--- config.mk ---
export PLATFORM = sky130hd
export DESIGN_NAME = lut_eval_pipe_flat
export DESIGN_NICKNAME = d
export VERILOG_FILES = /design/src/rtl/lut_eval_pipe_if.sv /design/src/rtl/lut_eval_pipe.sv /design/src/flat_wrapper.sv
export SDC_FILE = /design/constraint.sdc
export NUM_CORES = 1
export LEC_CHECK = 0
export CORE_ASPECT_RATIO = 0.7
export CORE_MARGIN = 10
export CORE_UTILIZATION = 39
export CTS_CLUSTER_SIZE = 10
export DETAILED_ROUTE_END_ITERATION = 16
export GPL_TIMING_DRIVEN = 0
export HOLD_SLACK_MARGIN = 0.08
export PLACE_DENSITY = 0.54
export SLEW_MARGIN = 10
export SYNTH_ARGS = -nofsm -noshare
export SYNTH_HDL_FRONTEND = slang
export SYNTH_SLANG_ARGS = --single-unit
--- constraint.sdc ---
create_clock -name clk -period 2.57 [get_ports clk]
set_input_delay 0.514 -clock clk [delete_from_list [all_inputs] [get_ports clk]]
set_output_delay 0.514 -clock clk [all_outputs]
set_load 0.01 [all_outputs]
--- src/rtl/lut_eval_pipe_if.sv ---
`default_nettype none
// ============================================================================
// Module   : lut_eval_pipe_if
// Brief    : Config, input and result handshake bundle for lut_eval_pipe.
//            f is one bit wider when LUT_EVAL_PARITY_EN is defined.
// Revision : 1.0 - initial release
// ============================================================================
interface lut_eval_pipe_if #(
   parameter int N_IN  = 4,
   parameter int N_OUT = 13
) ();
`ifdef LUT_EVAL_PARITY_EN
   localparam int c_w_f = N_OUT + 1;
`else
   localparam int c_w_f = N_OUT;
`endif

   logic             cfg_start;
   logic             cfg_we;
   logic [N_OUT-1:0] cfg_data;
   logic             in_valid;
   logic             in_ready;
   logic [N_IN-1:0]  x;
   logic             out_valid;
   logic             out_ready;
   logic [c_w_f-1:0] f;
   logic             loaded;

   modport master (
      output cfg_start, cfg_we, cfg_data, in_valid, x, out_ready,
      input  in_ready, out_valid, f, loaded
   );

   modport slave (
      input  cfg_start, cfg_we, cfg_data, in_valid, x, out_ready,
      output in_ready, out_valid, f, loaded
   );
endinterface
`default_nettype wire

--- src/rtl/lut_eval_pipe.sv ---
`default_nettype none
// ============================================================================
// Module   : lut_eval_pipe
// Brief    : Loadable truth-table evaluator, f = table[x], DEPTH-stage pipeline
//            with valid/ready flow control. Option macro: LUT_EVAL_PARITY_EN.
// Revision : 1.0 - initial release
// ============================================================================
module lut_eval_pipe #(
   parameter int N_IN  = 4,
   parameter int N_OUT = 13,
   parameter int DEPTH = 2
) (
   input  wire logic     clk,
   input  wire logic     rst,
   lut_eval_pipe_if.slave bus
);
`ifdef LUT_EVAL_PARITY_EN
   localparam int c_w_f = N_OUT + 1;
`else
   localparam int c_w_f = N_OUT;
`endif
   localparam int              c_n_words  = 1 << N_IN;
   localparam logic [N_IN-1:0] c_ptr_last = '1;

   typedef enum logic [1:0] {
      S_IDLE = 2'd0,
      S_LOAD = 2'd1,
      S_RUN  = 2'd2
   } state_t;

   state_t                      r_state;
   logic [N_IN-1:0]             r_ptr;
   logic                        r_loaded;
   logic [N_OUT-1:0]            r_tbl [c_n_words];
   logic [DEPTH-1:0]            r_v;
   logic [DEPTH-1:0][c_w_f-1:0] r_d;

   logic                        w_stall;
   logic                        w_flush;
   logic                        w_tbl_we;
   logic                        w_in_ready;
   logic                        w_accept;
   logic [N_OUT-1:0]            w_word;
   logic [c_w_f-1:0]            w_stage0;

   assign w_stall    = r_v[DEPTH-1] & ~bus.out_ready;
   assign w_flush    = (r_state == S_RUN) & bus.cfg_start;
   // A write coinciding with a load restart is discarded.
   assign w_tbl_we   = (r_state == S_LOAD) & bus.cfg_we & ~bus.cfg_start;
   assign w_in_ready = (r_state == S_RUN) & ~w_stall;
   assign w_accept   = bus.in_valid & w_in_ready;
   assign w_word     = r_tbl[bus.x];

`ifdef LUT_EVAL_PARITY_EN
   assign w_stage0 = {^w_word, w_word};
`else
   assign w_stage0 = w_word;
`endif

   always_ff @(posedge clk or posedge rst) begin
      if (rst) begin
         r_state  <= S_IDLE;
         r_ptr    <= '0;
         r_loaded <= 1'b0;
      end else begin
         case (r_state)
            S_IDLE: begin
               if (bus.cfg_start) begin
                  r_state <= S_LOAD;
                  r_ptr   <= '0;
               end
            end
            S_LOAD: begin
               if (bus.cfg_start) begin
                  r_ptr <= '0;
               end else if (bus.cfg_we) begin
                  r_ptr <= r_ptr + 1'b1;
                  if (r_ptr == c_ptr_last) begin
                     r_state  <= S_RUN;
                     r_loaded <= 1'b1;
                  end
               end
            end
            S_RUN: begin
               if (bus.cfg_start) begin
                  r_state  <= S_LOAD;
                  r_ptr    <= '0;
                  r_loaded <= 1'b0;
               end
            end
            default: begin
               r_state  <= S_IDLE;
               r_ptr    <= '0;
               r_loaded <= 1'b0;
            end
         endcase
      end
   end

   // Table storage carries no reset; contents are undefined until reloaded.
   always_ff @(posedge clk) begin
      if (w_tbl_we) begin
         r_tbl[r_ptr] <= bus.cfg_data;
      end
   end

   always_ff @(posedge clk or posedge rst) begin
      if (rst) begin
         r_v <= '0;
         r_d <= '0;
      end else if (w_flush) begin
         r_v <= '0;
      end else if (!w_stall) begin
         r_v[0] <= w_accept;
         if (w_accept) begin
            r_d[0] <= w_stage0;
         end
         for (int i = 1; i < DEPTH; i++) begin
            r_v[i] <= r_v[i-1];
            r_d[i] <= r_d[i-1];
         end
      end
   end

   assign bus.in_ready  = w_in_ready;
   assign bus.out_valid = r_v[DEPTH-1];
   assign bus.f         = r_d[DEPTH-1];
   assign bus.loaded    = r_loaded;

endmodule
`default_nettype wire

--- src/flat_wrapper.sv ---
// flat-port wrapper written by rule: the top's interface ports become plain ports
module lut_eval_pipe_flat 
#(
   parameter int N_IN  = 4,
   parameter int N_OUT = 13,
   parameter int DEPTH = 2
)
  (clk, rst, bus_cfg_start, bus_cfg_we, bus_cfg_data, bus_in_valid, bus_x, bus_out_ready, bus_in_ready, bus_out_valid, bus_f, bus_loaded);
  lut_eval_pipe_if #(.N_IN(N_IN), .N_OUT(N_OUT)) bus_i ();
  input  wire logic clk;
  input  wire logic rst;
  input wire logic [$bits(bus_i.cfg_start)-1:0] bus_cfg_start;
  input wire logic [$bits(bus_i.cfg_we)-1:0] bus_cfg_we;
  input wire logic [$bits(bus_i.cfg_data)-1:0] bus_cfg_data;
  input wire logic [$bits(bus_i.in_valid)-1:0] bus_in_valid;
  input wire logic [$bits(bus_i.x)-1:0] bus_x;
  input wire logic [$bits(bus_i.out_ready)-1:0] bus_out_ready;
  output wire logic [$bits(bus_i.in_ready)-1:0] bus_in_ready;
  output wire logic [$bits(bus_i.out_valid)-1:0] bus_out_valid;
  output wire logic [$bits(bus_i.f)-1:0] bus_f;
  output wire logic [$bits(bus_i.loaded)-1:0] bus_loaded;
  assign bus_i.cfg_start = bus_cfg_start;
  assign bus_i.cfg_we = bus_cfg_we;
  assign bus_i.cfg_data = bus_cfg_data;
  assign bus_i.in_valid = bus_in_valid;
  assign bus_i.x = bus_x;
  assign bus_i.out_ready = bus_out_ready;
  assign bus_in_ready = bus_i.in_ready;
  assign bus_out_valid = bus_i.out_valid;
  assign bus_f = bus_i.f;
  assign bus_loaded = bus_i.loaded;
  lut_eval_pipe #(.N_IN(N_IN), .N_OUT(N_OUT), .DEPTH(DEPTH)) u_core (.clk(clk), .rst(rst), .bus(bus_i));
endmodule
==> results.tsv, run 1 <==
stage	metric	value	unit
status	status	finished clean	
finish	synthesis-to-finish area growth	19.9	%
synth	main area contributors after synthesis	edfxtp_1 65%, mux4_2 10%, dfrtp_1 9.1%	
synth	share of the synthesized area in the top cell type	65.2	%
cts	CTS Buf Count	28	
cts	maximum buffer depth of the clock tree	3	
finish	fill cell count	2011	
cts	CTS tree	yes	
timing	Final setup viols	0	
grt	total grt overflow	0	
timing	worst hold slack	0.204	ns
floorplanning	Die W	207	µm
grt	vias in the first global route	4897	
routing	Final ANT Viol Nets	0	
floorplanning	core region area	23900	µm²
timing	worst setup margin	0.0786	ns
finish	design area	11500	µm²
routing	WL/cell	23.4	µm
timing	Final min period	2.49	ns
floorplanning	Die Footprint	31300	µm²
min_path	type of the worst min-delay path	input port to flip-flop	
setup_path	Worst Setup Start Kind	flip-flop	
power	Worst VDD drop	0.000486	V
setup_path	CP cell instances	buf_2 -> nand2b_1 -> nor3b_2 -> nand2_1 -> nor3_2 -> buf_6	
grt	first-pass GRT wire length	31.3	mm
timing	Final Max Tran Viols	0	
setup_path	slowest cell on the critical path	nor3_2	
synth	Async S/R FF share, synth	14.4	%
cts	clock insertion delay at the later pin of the skew report	0.53	ns
finish	Layout Nets	579	
setup_path	Required @ worst endpoint	2.80	ns
setup_path	worst setup path start	u_core.r_state[1]	
cts	Clock Tree Root	clkbuf_16	
setup_path	Top delay family on crit path	simple AND/OR/NAND/NOR gates	
setup_path	Setup CP Type	flip-flop to flip-flop	
placed_design	placer congestion estimate	0.792	
synth	sequential area share after synthesis	74.4	%
power	Pwr Density	715	nW/µm²
synth	Post-synth top flop	edfxtp_1	
floorplanning	FP Rows	47	
floorplanning	Initial Util	40.1	%
cts	CTS H-tree depth	1	
cts	CTS sink cnt	243	
routing	routed wire length	20.9	mm
placed_design	Post-DP HPWL	14.1	mm
setup_path	Critical Path Max Stage Delay	0.62	ns
placed_design	dpl ws	-0.432	ns
routing	vias	4668	
cts	clock-pin slew on the worst setup and hold paths	0.06	ns
min_path	Worst Hold Launch	bus_cfg_start	
timing	Slew HR	40.3	%
setup_path	Crit path buffers/inverters	2	
flow_run	Max-Cap Viols	0	
synth	Yosys reg bits	243	
setup_path	RR Startpoint	u_core.r_state[1]	
synth	EDFF count, synth	208	
finish	fin cells	892	
timing	RSZ-0062 raised after global routing	yes	
grt	largest net degree at the start of global routing	22	
finish	Antenna diodes	0	
timing	total negative slack	0	ns
power	Lkg Pwr	3.91	nW
synth	most numerous cell in the Yosys netlist	edfxtp_1	
synth	area leader, netlist	edfxtp_1	
synth	Syn Area/Cell	20.4	µm²
timing	Tightest Pin Transition	0.894	ns
timing	max frequency	401	MHz
routing	DRC viols	0	
setup_path	Critical Path AT	2.72	ns
routing	DR pass1 iterations	4	
placed_design	dpl cells	838	
synth	YS warnings	0	
placed_design	Port Buf Inserts	36	
floorplanning	IO Count	39	
routing	Vias per Instance	5.23	
routing	starting DRC count in detailed routing	247	
timing	Clock Skews	0.0128	ns
placed_design	Cell Area, Placed	10600	µm²
floorplanning	Die Y	151	µm
grt	initial antenna violation count	0	
setup_path	crit path max fanout	10	
setup_path	crit path capture type	flip-flop	
synth	mapped cell area	9570	µm²
grt	Tot GR Track Use	13.3	%
power	Pwr Total	8.21	mW
timing	Tcrit/Tclk final	96.9	%
finish	fin util	48.1	%
synth	cell count after synthesis	469	
cts	cts hold-fix bufs	0	
synth	synth cell count leaders	208 x edfxtp_1, 43 x mux4_2, 35 x dfrtp_1	
timing	Hold Violations, Final	0	
synth	number of distinct library cells after synthesis	38	
finish	share of layout cells above drive strength 1	27.0	%
synth	Syn Nets	496	
kinds of logic after synthesis:
group / after synthesis / share of synthesized area (%)
AO/OA/AOI/OAI: 39 / 2.86
adder cells (fa/ha/maj): 4 / 0.523
buffers and inverters: 41 / 3.05
flip-flops: 243 / 74.4
multiplexers: 79 / 15.6
AND/OR/NAND/NOR: 63 / 3.59
worst paths after layout:
check	end	cells past startpoint	slack, ns
worst max register to register	u_core.r_tbl[2][7]	6	0.08
min in group asynchronous	u_core.r_d[0]	2	0.32
worst max-delay path	u_core.r_tbl[2][7]	6	0.08
max in group asynchronous	u_core.r_state[1]	3	1.80
worst min register to register	u_core.r_d[2]	2	0.49
worst min-delay path	u_core.r_ptr[3]	2	0.20
metal layers:
layer / part of all wire, % / wire (µm) / vias up / GRT usage, %
met4: 1.5 / 314 / 0 / 2.55
met2: 47 / 9790 / 127 / 21.7
met1: 46 / 9700 / 2436 / 18.5
met5: 0 / 0 / - / 0
li1: - / - / 2073 / -
met3: 5.2 / 1090 / 32 / 2.30
final cells by class:
type / instances / area, µm² / share of cell area [%]
flip-flops and latches: 243 / 7120 / 62.1
multi-input cells: 185 / 2250 / 19.6
clock buffers: 51 / 808 / 7.04
repair buffers: 53 / 598 / 5.21
well taps: 318 / 398 / 3.47
plain buffers: 36 / 273 / 2.38
inverters: 5 / 18.8 / 0.164
clock inverters: 1 / 8.76 / 0.0763
flip-flops by register name, indices dropped and copies added (netlist names):
register           count
u_core.r_ptr           4
u_core.r_d            13
u_core.bus.f          13
u_core.r_v             2
u_core.r_tbl         208
u_core.r_state         2
u_core.bus.loaded      1
report_power, final:
part	internal (mW)	leakage, nW	switching [mW]
clock network	2.10	0.387	1.46
logic	0.143	1.17	0.188
registers	4.31	2.35	0.00737
total	6.55	3.91	1.66
placed cells by master, fill, tap and decap left out, drive strengths merged:
| cell | n |
|---|---|
| a211o | 1 |
| a21oi | 6 |
| a22o | 1 |
| a22oi | 12 |
| a2bb2oi | 1 |
| and2 | 1 |
| and3 | 1 |
| buf | 48 |
| clkbuf | 54 |
| clkdlybuf4s50 | 36 |
| clkinv | 1 |
| dfrtp | 35 |
| dlygate4sd1 | 1 |
| dlymetal6s2s | 1 |
| edfxtp | 208 |
| ha | 4 |
| inv | 5 |
| mux2 | 13 |
| mux2i | 14 |
| mux4 | 52 |
| nand2 | 20 |
| nand2b | 5 |
| nand3 | 4 |
| nand4 | 2 |
| nand4b | 1 |
| nor2 | 14 |
| nor2b | 4 |
| nor3 | 4 |
| nor3b | 4 |
| nor4 | 1 |
| nor4b | 1 |
| o211ai | 12 |
| o21a | 1 |
| o21ai | 3 |
| o22ai | 1 |
| o2bb2ai | 1 |
| or3b | 1 |
what timing repair did:
| action | 4_1_cts | 5_1_grt |
|---|---|---|
| pin swaps | 0 | 2 |
| cloned | 0 | 0 |
| resized for setup | 3 | 4 |
| buffers inserted | 0 | 2 |
| endpoints found under the setup margin | 58 | 72 |
No activity file was read; power rests on OpenSTA's default activity.
==> run 2: changes to the inputs <==
HOLD_SLACK_MARGIN = unset   (was 0.08)
==> results of run 2 <==
No change in the layout: final DEF, timing and power equal those of run 1.
==> run 3: changes to the inputs <==
PLACE_DENSITY = unset   (was 0.54)
==> results.tsv, run 3 (synthesis gave the netlist of run 1 again) <==
stage	metric	value	unit
cts	CTS tree	yes	
finish	commonest non-fill, non-tap cell in the layout	edfxtp_1	
routing	routed wire length	20.1	mm
setup_path	Worst Setup Start Kind	flip-flop	
setup_path	crit path capture type	flip-flop	
routing	Final ANT Viol Nets	0	
power	Pwr Total	8.13	mW
timing	Final Max Tran Viols	0	
power	switch share	20.2	%
finish	most frequent cells in the layout	208 x edfxtp_1, 43 x mux4_2, 36 x clkdlybuf4s50_1, 35 x dfrtp_1, 28 x clkbuf_16	
timing	Tcrit/Tclk final	93.9	%
flow_run	Max-Cap Viols	0	
cts	CTS H-tree depth	1	
timing	Hold Violations, Final	0	
power	Logic pwr share	3.9	%
power	Internal	6.49	mW
timing	total negative slack	0	ns
routing	starting DRC count in detailed routing	381	
timing	worst setup margin	0.156	ns
grt	first-pass GRT wire length	30.4	mm
cts	cts hold-fix bufs	0	
floorplanning	Initial Util	40.1	%
timing	Final setup viols	0	
floorplanning	FP Rows	47	
timing	Tightest Pin Transition	0.870	ns
timing	Slew HR	41.9	%
timing	worst hold slack	0.196	ns
power	Pwr Density	717	nW/µm²
timing	Final min period	2.41	ns
finish	fin cells	885	
status	status	finished clean	
finish	share of layout cells above drive strength 1	26.1	%
power	Switch Pwr	1.64	mW
placed_design	placer congestion estimate	0.784	
placed_design	Post-DP HPWL	13.6	mm
floorplanning	Die Footprint	31300	µm²
grt	largest net degree at the start of global routing	36	
power	Worst VDD drop	0.000646	V
timing	Clock Skews	0.0167	ns
cts	Clock Tree Root	clkbuf_16	
floorplanning	Die W	207	µm
floorplanning	IO Count	39	
setup_path	Required @ worst endpoint	2.72	ns
grt	Tot GR Track Use	12.9	%
setup_path	worst r2r path cells	5	
min_path	hold path cells	2	
placed_design	Port Buf Inserts	36	
finish	synthesis-to-finish area growth	18.5	%
power	Clock Power Share	43.0	%
setup_path	crit path max fanout	13	
grt	total grt overflow	0	
routing	DRC viols	0	
grt	vias in the first global route	4781	
finish	fin util	47.5	%
finish	fill cell count	2033	
finish	max reg flops	208	
finish	register area	7120	µm²
timing	RSZ-0062 raised after global routing	yes	
cts	CTS sink cnt	243	
power	Seq pwr share	53.1	%
finish	Antenna diodes	0	
setup_path	R2R setup slack	0.16	ns
cts	CTS Buf Count	28	
finish	design area	11300	µm²
placed_design	Cell Area, Placed	10500	µm²
power	Lkg Pwr	3.86	nW
finish	Layout Nets	572	
setup_path	Critical Path AT	2.57	ns
timing	max frequency	414	MHz
routing	Vias per Instance	5.23	
floorplanning	Die Y	151	µm
routing	vias	4632	
placed_design	dpl ws	-0.347	ns
grt	initial antenna violation count	0	
min_path	type of the worst min-delay path	input port to flip-flop	
setup_path	Setup CP Type	flip-flop to flip-flop	
cts	maximum buffer depth of the clock tree	3	
placed_design	dpl cells	833	
finish	most flop-heavy register	u_core.r_tbl	
floorplanning	core region area	23900	µm²
cts	clock insertion delay at the later pin of the skew report	0.54	ns
finish	Multi-input gate area	2240	µm²
cts	clock-pin slew on the worst setup and hold paths	0.06	ns
routing	DR pass1 iterations	5	
routing	WL/cell	22.8	µm
run 3: power by group through the flow:
stage / Combinational (mW) / Clock (mW) / Sequential [mW]
finish: 0.315 / 3.50 / 4.32
floorplan: 0.176 / 0 / 4.39
CTS: 0.320 / 3.58 / 4.32
detailed placement: 0.318 / 0 / 4.40
global placement: 0.304 / 0 / 4.40
global route: 0.345 / 3.76 / 4.32
run 3: final timing paths:
kind / startpoint / endpoint
setup reg to reg: u_core.r_state[1] / u_core.r_tbl[11][0]
setup / recovery: u_core.r_state[1] / u_core.r_tbl[11][0]
max in group asynchronous: rst / u_core.r_d[0]
hold reg to reg: u_core.r_d[4] / u_core.r_d[4]
hold / removal: bus_cfg_start / u_core.r_ptr[2]
min in group asynchronous: rst / u_core.bus.f[2]
run 3: routing by layer:
layer | wire length (µm) | vias to the layer above | GRT usage, %
li1 | - | 2058 | -
met1 | 9510 | 2415 | 18.2
met2 | 9040 | 123 | 19.9
met4 | 400 | 0 | 3.13
met3 | 1190 | 36 | 2.86
met5 | 0 | - | 0
run 3: area by class of cell:
type | instances | share of cell area, %
plain buffers | 36 | 2.41
clock buffers | 50 | 6.91
clock inverters | 2 | 0.210
inverters | 5 | 0.166
multi-input cells | 185 | 19.8
flip-flops and latches | 243 | 62.8
well taps | 318 | 3.51
repair buffers | 46 | 4.24
run 3: worst max-delay path, cell delays in order, from the launching register on:
cell,delay (ns)
dfrtp_1,0.37
buf_2,0.17
nand2b_1,0.23
nor3b_2,0.31
nand2_1,0.23
nor2_2,0.73
run 3: what timing repair did:
item	4_1_cts	5_1_grt
gates resized for setup	0	6
pin swaps	0	0
setup buffers	0	0
setup endpoints to repair	14	114
